File: src/rtl/uart_pkg.sv
// Shared definitions for the 16450-style UART: register offsets, LSR bit
// positions, IIR codes and the TX/RX state encodings.
package uart_pkg;

  localparam logic [2:0] REG_RBR = 3'd0;  // RBR/THR, DLL when DLAB=1
  localparam logic [2:0] REG_IER = 3'd1;  // IER, DLM when DLAB=1
  localparam logic [2:0] REG_IIR = 3'd2;
  localparam logic [2:0] REG_LCR = 3'd3;
  localparam logic [2:0] REG_MCR = 3'd4;  // reserved, reads 0
  localparam logic [2:0] REG_LSR = 3'd5;
  localparam logic [2:0] REG_MSR = 3'd6;  // reserved, reads 0
  localparam logic [2:0] REG_SCR = 3'd7;

  localparam int LSR_DR   = 0;
  localparam int LSR_OE   = 1;
  localparam int LSR_FE   = 3;
  localparam int LSR_THRE = 5;
  localparam int LSR_TEMT = 6;

  localparam logic [7:0] IIR_NONE = 8'h01;
  localparam logic [7:0] IIR_THRE = 8'h02;
  localparam logic [7:0] IIR_RDA  = 8'h04;

  typedef enum logic [1:0] {
    TX_IDLE  = 2'd0,
    TX_START = 2'd1,
    TX_DATA  = 2'd2,
    TX_STOP  = 2'd3
  } tx_state_t;

  typedef enum logic [1:0] {
    RX_IDLE  = 2'd0,
    RX_START = 2'd1,
    RX_DATA  = 2'd2,
    RX_STOP  = 2'd3
  } rx_state_t;

  // Highest-priority pending interrupt: received data beats THR empty.
  function automatic logic [7:0] iir_code(input logic [1:0] ier,
                                          input logic dr,
                                          input logic thre);
    logic [7:0] code;
    if (ier[0] && dr) begin
      code = IIR_RDA;
    end else if (ier[1] && thre) begin
      code = IIR_THRE;
    end else begin
      code = IIR_NONE;
    end
    return code;
  endfunction

endpackage

File: src/rtl/uart_baudgen.sv
// 16x oversampling baud tick generator. Counts 0..div-1 and emits a one-clock
// tick on the wrap; a zero divisor halts ticking, clr restarts the count.
module uart_baudgen
  import uart_pkg::*;
(
  input  logic        clk,
  input  logic        rst_n,
  input  logic [15:0] div,
  input  logic        clr,
  output logic        tick
);

  logic [15:0] count_r;
  logic [15:0] count_n_s;
  logic        tick_r;
  logic        tick_n_s;

  // Next counter value and tick; >= keeps a shrunken divisor from overrunning.
  always_comb begin
    count_n_s = 16'd0;
    tick_n_s  = 1'b0;
    if (clr) begin
      count_n_s = 16'd0;
      tick_n_s  = 1'b0;
    end else if (div == 16'd0) begin
      count_n_s = 16'd0;
      tick_n_s  = 1'b0;
    end else if (count_r >= (div - 16'd1)) begin
      count_n_s = 16'd0;
      tick_n_s  = 1'b1;
    end else begin
      count_n_s = count_r + 16'd1;
      tick_n_s  = 1'b0;
    end
  end

  // Counter and tick registers.
  always_ff @(posedge clk or negedge rst_n) begin
    if (!rst_n) begin
      count_r <= 16'd0;
      tick_r  <= 1'b0;
    end else begin
      count_r <= count_n_s;
      tick_r  <= tick_n_s;
    end
  end

  assign tick = tick_r;

endmodule

File: src/rtl/uart_16450.sv
// 16450-compatible UART register subset: fixed 8N1, single-byte THR/RBR,
// 16x oversampled receiver and a level interrupt, on the memory_io strobes.
module uart_16450
  import uart_pkg::*;
#(
  parameter logic [15:0] DEFAULT_DIV = 16'd27
) (
  input  logic       clk,
  input  logic       rst_n,
  input  logic [2:0] addr,
  input  logic [7:0] wdata,
  output logic [7:0] rdata,
  input  logic       ce,
  input  logic       we,
  input  logic       re,
  input  logic       rx,
  output logic       tx,
  output logic       irq
);

  logic       wr_s, rd_s, wr_prev_r, rd_prev_r, wr_edge_s, rd_edge_s;
  logic       dlab_s, thr_wr_s, dl_wr_s, rbr_rd_s, lsr_rd_s;
  logic [1:0] ier_r;
  logic [7:0] lcr_r, scr_r, dll_r, dlm_r, rbr_r, thr_r, lsr_s;
  logic       dr_r, oe_r, fe_r, thre_r, temt_s, irq_r, tick_s;

  tx_state_t  tx_state_r, tx_state_n_s;
  logic [3:0] tx_tcnt_r;
  logic [2:0] tx_bit_r;
  logic [7:0] tx_shift_r;
  logic       tx_r, tx_load_s;

  rx_state_t  rx_state_r, rx_state_n_s;
  logic       rx_meta_r, rx_sync_r, rx_load_s;
  logic [3:0] rx_tcnt_r;
  logic [2:0] rx_bit_r;
  logic [7:0] rx_shift_r;

  // Side effects fire only on the first clock of a qualified strobe.
  assign wr_s      = ce & we;
  assign rd_s      = ce & re;
  assign wr_edge_s = wr_s & ~wr_prev_r;
  assign rd_edge_s = rd_s & ~rd_prev_r;
  assign dlab_s    = lcr_r[7];
  assign thr_wr_s  = wr_edge_s & (addr == REG_RBR) & ~dlab_s;
  assign dl_wr_s   = wr_edge_s & dlab_s & ((addr == REG_RBR) | (addr == REG_IER));
  assign rbr_rd_s  = rd_edge_s & (addr == REG_RBR) & ~dlab_s;
  assign lsr_rd_s  = rd_edge_s & (addr == REG_LSR);
  assign temt_s    = thre_r & (tx_state_r == TX_IDLE);

  uart_baudgen u_baudgen (
    .clk   (clk),
    .rst_n (rst_n),
    .div   ({dlm_r, dll_r}),
    .clr   (dl_wr_s),
    .tick  (tick_s)
  );

  // Previous-strobe flags and the two-flop rx synchroniser.
  always_ff @(posedge clk or negedge rst_n) begin
    if (!rst_n) begin
      wr_prev_r <= 1'b0;
      rd_prev_r <= 1'b0;
      rx_meta_r <= 1'b1;
      rx_sync_r <= 1'b1;
    end else begin
      wr_prev_r <= wr_s;
      rd_prev_r <= rd_s;
      rx_meta_r <= rx;
      rx_sync_r <= rx_meta_r;
    end
  end

  // Register writes, THR handshake, receive status flags and the interrupt.
  always_ff @(posedge clk or negedge rst_n) begin
    if (!rst_n) begin
      ier_r  <= 2'd0;
      lcr_r  <= 8'd0;
      scr_r  <= 8'd0;
      dll_r  <= DEFAULT_DIV[7:0];
      dlm_r  <= DEFAULT_DIV[15:8];
      thr_r  <= 8'd0;
      thre_r <= 1'b1;
      rbr_r  <= 8'd0;
      dr_r   <= 1'b0;
      oe_r   <= 1'b0;
      fe_r   <= 1'b0;
      irq_r  <= 1'b0;
    end else begin
      if (wr_edge_s) begin
        case (addr)
          REG_RBR: if (dlab_s) dll_r <= wdata;
          REG_IER: if (dlab_s) dlm_r <= wdata; else ier_r <= wdata[1:0];
          REG_LCR: lcr_r <= wdata;
          REG_SCR: scr_r <= wdata;
          default: ;
        endcase
      end
      // A write while THRE=0 (including the transfer clock) is dropped.
      if (tx_load_s) begin
        thre_r <= 1'b1;
      end else if (thr_wr_s && thre_r) begin
        thr_r  <= wdata;
        thre_r <= 1'b0;
      end
      // A completing frame beats a same-clock RBR/LSR read.
      if (rx_load_s) begin
        rbr_r <= rx_shift_r;
        dr_r  <= 1'b1;
      end else if (rbr_rd_s) begin
        dr_r  <= 1'b0;
      end
      if (rx_load_s && dr_r) oe_r <= 1'b1;
      else if (lsr_rd_s)     oe_r <= 1'b0;
      if (rx_load_s && !rx_sync_r) fe_r <= 1'b1;
      else if (lsr_rd_s)           fe_r <= 1'b0;
      irq_r <= (ier_r[0] & dr_r) | (ier_r[1] & thre_r);
    end
  end

  // TX next-state logic.
  always_comb begin
    tx_state_n_s = tx_state_r;
    tx_load_s    = 1'b0;
    case (tx_state_r)
      TX_IDLE: begin
        if (!thre_r) begin
          tx_state_n_s = TX_START;
          tx_load_s    = 1'b1;
        end else begin
          tx_state_n_s = TX_IDLE;
        end
      end
      TX_START: begin
        if (tick_s && (tx_tcnt_r == 4'd15)) tx_state_n_s = TX_DATA;
        else tx_state_n_s = TX_START;
      end
      TX_DATA: begin
        if (tick_s && (tx_tcnt_r == 4'd15) && (tx_bit_r == 3'd7)) tx_state_n_s = TX_STOP;
        else tx_state_n_s = TX_DATA;
      end
      TX_STOP: begin
        if (tick_s && (tx_tcnt_r == 4'd15)) tx_state_n_s = TX_IDLE;
        else tx_state_n_s = TX_STOP;
      end
      default: tx_state_n_s = TX_IDLE;
    endcase
  end

  // TX state register.
  always_ff @(posedge clk or negedge rst_n) begin
    if (!rst_n) tx_state_r <= TX_IDLE;
    else        tx_state_r <= tx_state_n_s;
  end

  // TX shifter and line driver; tx_r always holds the bit now on the wire.
  always_ff @(posedge clk or negedge rst_n) begin
    if (!rst_n) begin
      tx_tcnt_r  <= 4'd0;
      tx_bit_r   <= 3'd0;
      tx_shift_r <= 8'd0;
      tx_r       <= 1'b1;
    end else begin
      case (tx_state_r)
        TX_IDLE: begin
          tx_tcnt_r <= 4'd0;
          tx_bit_r  <= 3'd0;
          if (tx_load_s) begin
            tx_shift_r <= thr_r;
            tx_r       <= 1'b0;
          end else begin
            tx_r       <= 1'b1;
          end
        end
        default: begin
          if (tick_s) begin
            tx_tcnt_r <= tx_tcnt_r + 4'd1;
            if (tx_tcnt_r == 4'd15) begin
              if (tx_state_r == TX_START) begin
                tx_r <= tx_shift_r[0];
              end else if ((tx_state_r == TX_DATA) && (tx_bit_r != 3'd7)) begin
                tx_r       <= tx_shift_r[1];
                tx_shift_r <= {1'b0, tx_shift_r[7:1]};
                tx_bit_r   <= tx_bit_r + 3'd1;
              end else begin
                tx_r <= 1'b1;
              end
            end
          end
        end
      endcase
    end
  end

  // RX next-state logic; the start bit is re-checked at mid-bit.
  always_comb begin
    rx_state_n_s = rx_state_r;
    rx_load_s    = 1'b0;
    case (rx_state_r)
      RX_IDLE: begin
        if (!rx_sync_r) rx_state_n_s = RX_START;
        else rx_state_n_s = RX_IDLE;
      end
      RX_START: begin
        if (tick_s && (rx_tcnt_r == 4'd7)) rx_state_n_s = rx_sync_r ? RX_IDLE : RX_DATA;
        else rx_state_n_s = RX_START;
      end
      RX_DATA: begin
        if (tick_s && (rx_tcnt_r == 4'd15) && (rx_bit_r == 3'd7)) rx_state_n_s = RX_STOP;
        else rx_state_n_s = RX_DATA;
      end
      RX_STOP: begin
        if (tick_s && (rx_tcnt_r == 4'd15)) begin
          rx_state_n_s = RX_IDLE;
          rx_load_s    = 1'b1;
        end else begin
          rx_state_n_s = RX_STOP;
        end
      end
      default: rx_state_n_s = RX_IDLE;
    endcase
  end

  // RX state register.
  always_ff @(posedge clk or negedge rst_n) begin
    if (!rst_n) rx_state_r <= RX_IDLE;
    else        rx_state_r <= rx_state_n_s;
  end

  // RX tick/bit counters and data shifter (LSB arrives first).
  always_ff @(posedge clk or negedge rst_n) begin
    if (!rst_n) begin
      rx_tcnt_r  <= 4'd0;
      rx_bit_r   <= 3'd0;
      rx_shift_r <= 8'd0;
    end else begin
      case (rx_state_r)
        RX_IDLE: begin
          rx_tcnt_r <= 4'd0;
          rx_bit_r  <= 3'd0;
        end
        RX_START: begin
          if (tick_s) rx_tcnt_r <= (rx_tcnt_r == 4'd7) ? 4'd0 : rx_tcnt_r + 4'd1;
        end
        RX_DATA: begin
          if (tick_s) begin
            rx_tcnt_r <= rx_tcnt_r + 4'd1;
            if (rx_tcnt_r == 4'd15) begin
              rx_shift_r <= {rx_sync_r, rx_shift_r[7:1]};
              rx_bit_r   <= rx_bit_r + 3'd1;
            end
          end
        end
        default: begin
          if (tick_s) rx_tcnt_r <= rx_tcnt_r + 4'd1;
        end
      endcase
    end
  end

  // Line status assembly.
  always_comb begin
    lsr_s           = 8'h00;
    lsr_s[LSR_DR]   = dr_r;
    lsr_s[LSR_OE]   = oe_r;
    lsr_s[LSR_FE]   = fe_r;
    lsr_s[LSR_THRE] = thre_r;
    lsr_s[LSR_TEMT] = temt_s;
  end

  // Read mux: purely a function of addr and DLAB, no side effects.
  always_comb begin
    rdata = 8'h00;
    case (addr)
      REG_RBR: rdata = dlab_s ? dll_r : rbr_r;
      REG_IER: rdata = dlab_s ? dlm_r : {6'd0, ier_r};
      REG_IIR: rdata = iir_code(ier_r, dr_r, thre_r);
      REG_LCR: rdata = lcr_r;
      REG_MCR: rdata = 8'h00;
      REG_LSR: rdata = lsr_s;
      REG_MSR: rdata = 8'h00;
      REG_SCR: rdata = scr_r;
      default: rdata = 8'h00;
    endcase
  end

  assign tx  = tx_r;
  assign irq = irq_r;

endmodule

File: config.mk
export PLATFORM = sky130hd
export DESIGN_NAME = uart_16450
export DESIGN_NICKNAME = d
export VERILOG_FILES = /design/src/rtl/uart_pkg.sv /design/src/rtl/uart_baudgen.sv /design/src/rtl/uart_16450.sv
export SDC_FILE = /design/constraint.sdc
export NUM_CORES = 1
export LEC_CHECK = 0
export CAP_MARGIN = 20
export CORE_MARGIN = 4
export CORE_UTILIZATION = 25
export CTS_CLUSTER_SIZE = 24
export DETAILED_ROUTE_END_ITERATION = 8
export SETUP_SLACK_MARGIN = 0.5
export SLEW_MARGIN = 20
export SYNTH_ARGS = -nofsm -noshare
export SYNTH_HDL_FRONTEND = slang
export SYNTH_SLANG_ARGS = --single-unit
File: constraint.sdc
create_clock -name clk -period 3.1 [get_ports clk]
set_clock_uncertainty 0.1 [all_clocks]
set_input_delay 0.62 -clock clk [delete_from_list [all_inputs] [get_ports clk]]
set_output_delay 0.62 -clock clk [all_outputs]
set_load 0.05 [all_outputs]
-- Yosys cells after proc, flatten, opt, wreduce, memory -nomap -nowiden
Cells that the tools add are included.
- word-level logic and storage cells: 175
- flip-flop bits (word level): 111
- input port bits: 17
- output and inout bits: 10
- mux-type cells: 59
- bitwise gates (word level): 20
- add/subtract/negate cells: 6
- eq/ne operators: 24
- $lt $le $gt $ge: 1
- reduce and logical (&&, ||, !) cells: 38
- operators with widths (kind ; number):
    $mux W8 ; 8
    $pmux W8 S7 ; 1
    $mux W16 ; 3
    $mux W1 ; 24
    $mux W3 ; 8
    $mux W4 ; 5
    $eq A3 B3 Y1 const B ; 6
    $reduce_bool A2 Y1 ; 9
    $add A16 B1 Y16 const B ; 1
    $ge A16 B16 Y1 ; 1
    $logic_not A16 Y1 ; 1
    $pmux W2 S4 ; 2
    $sub A16 B1 Y16 const B ; 1
    $reduce_and A3 Y1 ; 5
    $and A1 B1 Y1 ; 14
    $mux W2 ; 6
    $logic_and A1 B1 Y1 ; 11
    $reduce_and A2 Y1 ; 5
    $add A4 B1 Y4 const B ; 2
    $eq A2 B2 Y1 const B ; 4
    $eq A4 B4 Y1 const B ; 2
    $pmux W4 S2 ; 1
    $add A3 B1 Y3 const B ; 2
    $eq A3 B2 Y1 const B ; 2
    other kinds (15) ; 24

-- Depth between registers and ports, before layout
- word-level depth: 7
- gate-level depth with buffers: 13
- mapped depth without buffers: 12

-- Modules after synthesis
A second synthesis with hierarchy kept.
- cells, all modules: 523
- area total of the unflattened synthesis: 5866.9 um^2
- by module, submodules not included (module ; times used ; area an instance (um^2) ; sequential area each (um^2) ; cells each):
    uart_16450 ; 1 ; 4465.5 ; 2362.3 ; 367
    uart_baudgen ; 1 ; 1401.3 ; 425.4 ; 156

-- Least setup slack after synthesis
No wires, ideal clock.
- path kind: in2out
- from: in addr[1]
- to: out rdata[2]
- stages: 4
- arrival time: 2521 ps
- required time: 2380 ps
- path slack: -141 ps
- path buffers: 2
- path through: buf_2 -> clkbuf_1 -> mux4_2 -> o21ai_0
- word-level cells in the longest chain between the ends: 3
- RTL lines (item ; line ; text):
    start: declaration ; uart_16450.sv:10 ; input logic [2:0] addr,
    $eq A3 B3 Y1 ; uart_16450.sv:274 ; case (addr)
    $reduce_or A2 Y1 (no line) ; n/a ;
    $pmux W8 S7 * ; uart_16450.sv:274 ;
    end: declaration ; uart_16450.sv:12 ; output logic [7:0] rdata,
Mark *: on every way between the ends. The rest lies on a longest branch, timed or not.

-- Final worst setup path
- from: reg dll_r[0]
- to: reg u_baudgen.count_r[0]
- word-level cells in the longest chain between the ends: 5
- RTL lines (item ; line ; text):
    start: declaration ; uart_16450.sv:24 ; logic [7:0] lcr_r, scr_r, dll_r, dlm_r, rbr_r, thr_r, lsr_s;
    start signal: assignment ; uart_16450.sv:80 ; dll_r <= DEFAULT_DIV[7:0];
    start signal: assignment ; uart_16450.sv:92 ; REG_RBR: if (dlab_s) dll_r <= wdata;
    $sub A16 B1 Y16 ; uart_baudgen.sv:28 ; end else if (count_r >= (div - 16'd1)) begin
    $ge A16 B16 Y1 ; uart_baudgen.sv:28 ;
    $mux W16 ; uart_baudgen.sv:28 ;
    $mux W16 * ; uart_baudgen.sv:25 ; end else if (div == 16'd0) begin
    $mux W16 * ; uart_baudgen.sv:22 ; if (clr) begin
    named net u_baudgen.count_n_s[0] ; uart_baudgen.sv:14 ; logic [15:0] count_n_s;
    end signal: assignment ; uart_baudgen.sv:43 ; count_r <= count_n_s;
    end: declaration ; uart_baudgen.sv:13 ; logic [15:0] count_r;
Mark *: on every way through the listed nets, which the timed path passes. The rest lies on a longest branch.
A chain may end at the register's enable or synchronous reset.

==> results.json <==
{
  "outcome": "complete, but fails checks",
  "violations": "negative setup slack",
  "layout.area.seq_um2": 2790,
  "clock_path_buffers": 2,
  "setup_viol": 17,
  "fin_cells": 867,
  "max-cap-violations": 0,
  "crit_arrival_ns": 3.38,
  "tritoncts": "done",
  "timing.final.crit_share_pct": 104,
  "area_delta_synth_final_pct": 26.1,
  "grt_max_degree": 61,
  "critical_path_class": "flip-flop to flip-flop",
  "hpwl_um": 9510,
  "clockRootBuffer": "clkbuf_16",
  "cp-start-kind": "flip-flop",
  "setup-tns-final_ns": -1.87,
  "layout.nets": 618,
  "die_area_um2": 25400,
  "dp_cells": 840,
  "dr.pass1.iters": 4,
  "via_per_inst": 4.64,
  "antenna_found_initial": 0,
  "fp.coreArea_um2": 22600,
  "rsz0062_at_grt": "true",
  "cp_max_fo": 8,
  "syn_area_per_cell_um2": 11.1,
  "io_pins": 27,
  "worst_ep_required_time_ns": 3.25,
  "ys_async_sr_fraction_pct": 100,
  "min_period_ns": 3.23,
  "antennaDiodeCount": 0,
  "worst_slack_ns": -0.129,
  "fin_util_pct": 32.0,
  "fillCellCount": 2268,
  "synthFlopType": "dfrtp_1",
  "place.gp.congestion": 0.812,
  "cp_slowest_cell": "or3b_4",
  "yosysSeqAreaShare_pct": 48.6,
  "crit_path_end_kind": "flip-flop",
  "leakage_uw": 0.00313,
  "clock_latency_ns": 0.35,
  "routed_wl_um": 13100,
  "synth_area_um2": 5730,
  "drv_slew": 0,
  "ys_top_cells_by_area": "dfrtp_1 45%, mux2_2 12%, ha_1 5.2%, dfstp_2 3.7%, nor2_1 3.4%",
  "chipWidth_um": 159,
  "io_buffer_count": 26,
  "htree_levels": 3,
  "fmax_mhz": 310,
  "clk_pin_slew_ns": 0.08,
  "cp_top_family": "simple AND/OR/NAND/NOR gates",
  "route.detailed.drc": 0,
  "path_buf_inv": 2,
  "slew_headroom_pct": 65.2,
  "powerDensity_nw_per_um2": 640,
  "hold_path.class": "input pin to async pin",
  "layout-drive-gt1-share_pct": 32.8,
  "ys_ff_latch": 111,
  "grt_util_all_layers_pct": 10.6,
  "worstMarginPinSlew_ns": 0.520,
  "clock_sinks": 111,
  "grt_pass1_wl_um": 21600,
  "drt_iter0_markers": 279,
  "rows": 55,
  "die_h_um": 159,
  "synth_nets": 556,
  "grt_overflow": 0,
  "crit_chain": "nor3_2, or3b_4, or3_4, nor4_4, xnor2_1, ha_1, nand4_1, buf_4, nor3_4, o211ai_1, nand4_4, clkbuf_16, nor2_1",
  "synth-edff-count": 0,
  "yosysUniqueCellTypes": 53,
  "grt_pass1_vias": 4010,
  "num_vias": 4022,
  "start_util_pct": 25.4,
  "synth.yosys.warnings": 0,
  "cp_slowest_stage_delay_ns": 0.42,
  "vdd_drop_max_mv": 0.238,
  "finalHoldViolations": 0,
  "yosysTopAreaCell": "dfrtp_1",
  "synth_cells": 515,
  "multi_input_area_um2": 3020,
  "post_drt_wl_per_cell_um": 15.2,
  "cts_buffers": 9,
  "ant_nets": 0,
  "synth.top_cell.area_share_pct": 45.0
}
## metal layers
metal	global-route usage, %	vias to the layer above	routed length, um
met2	16.4	56	5980
met5	0	-	0
met3	2.28	8	377
met1	15.1	1998	6630
met4	2.92	0	145
li1	-	1960	-
## cell usage in the layout (no fill, tap or decap), drive strengths merged, types with 3 or more instances in the layout
cell type        n
o211ai           4
or3              4
nor2b            3
buf             55
xnor2           16
mux2i           19
inv             10
nand3           14
mux2            60
dfrtp          103
and2             9
xor2            18
clkbuf          15
and4             3
ha              24
a31oi            5
a22o            10
nor2            54
dfstp            8
nor3            10
clkdlybuf4s50   14
nand2           43
nand4            9
nor4             4
o21a             3
a21oi           23
o21ai           16
mux4             3
## sequential cells by signal (all words and copies together) (netlist names), 4 cells and up
name / flops
tx_shift_r: 8
lcr_r: 8
dlm_r: 8
scr_r: 8
u_baudgen.count_r: 16
thr_r: 8
dll_r: 8
rx_tcnt_r: 4
tx_tcnt_r: 4
rx_shift_r: 8
rbr_r: 8
## power breakdown
part	internal [uW]	switching, uW
clock	593	521
combinational	752	749
sequential	1740	271
## through the flow
step	hold slack, ns	power, uW	setup slack, ns	instance area [um^2]
finish	0.106	4630	-0.129	7230
global route	0.141	4960	-0.293	7230
CTS	0.118	4560	-0.0278	7120
detailed placement	0.248	3370	-0.112	6710
global placement	0.246	3340	-0.0880	6710
floorplan	0.224	2890	0.0578	5830
## final cells by class
type	count	area share (%)
repair buffers	71	10.4
multi-input cells	374	41.7
clock inverters	2	0.225
inverters	10	0.519
well taps	285	4.93
clock buffers	14	3.65
flip-flops and latches	111	38.6
## logic make-up after synthesis
logic type	share of synthesized area [%]
AND/OR/NAND/NOR	14.7
flip-flops	48.6
multiplexers	16.3
AO/OA/AOI/OAI	7.75
XOR/XNOR	5.20
buffers and inverters	2.18
adder cells (fa/ha/maj)	5.24
## what timing repair did
item                       CTS  global route
pin swaps                    5            14
buffers inserted             7             2
gates cloned                 1             1
setup endpoints to repair   33            24
hold buffers                 0             0
gates resized for setup     28            21
## path summary, 6_finish.rpt
kind	startpoint	endpoint	slack, ns	cells past startpoint
hold reg to reg	rx_meta_r$_DFF_PN1_	rx_sync_r$_DFF_PN1_	0.26	0
setup / recovery	dll_r[0]$_DFFE_PN1P_	u_baudgen.count_r[0]$_DFF_PN0_	-0.13	13
hold / removal	rst_n	u_baudgen.count_r[2]$_DFF_PN0_	0.11	1
max in group asynchronous	rst_n	thre_r$_DFFE_PN1P_	2.06	2
setup reg to reg	dll_r[0]$_DFFE_PN1P_	u_baudgen.count_r[0]$_DFF_PN0_	-0.13	13
min in group clk	rx_meta_r$_DFF_PN1_	rx_sync_r$_DFF_PN1_	0.26	0
## cells in the mapped netlist, drive strengths merged (2+ instances only)
| library cell | n |
|---|---|
| dfrtp | 103 |
| mux2 | 60 |
| nor2 | 54 |
| nand2 | 43 |
| ha | 24 |
| a21oi | 23 |
| mux2i | 19 |
| xor2 | 18 |
| o21ai | 16 |
| xnor2 | 16 |
| nand3 | 14 |
| buf | 11 |
| a22o | 10 |
| inv | 10 |
| nor3 | 10 |
| and2 | 9 |
| clkbuf | 9 |
| nand4 | 9 |
| dfstp | 8 |
| a31oi | 5 |
| nor4 | 4 |
| o211ai | 4 |
| or3 | 4 |
| and4 | 3 |
| mux4 | 3 |
| nor2b | 3 |
| o21a | 3 |
| nand2b | 2 |
| nand3b | 2 |
| or4 | 2 |
(Power assumes the default switching activity.)
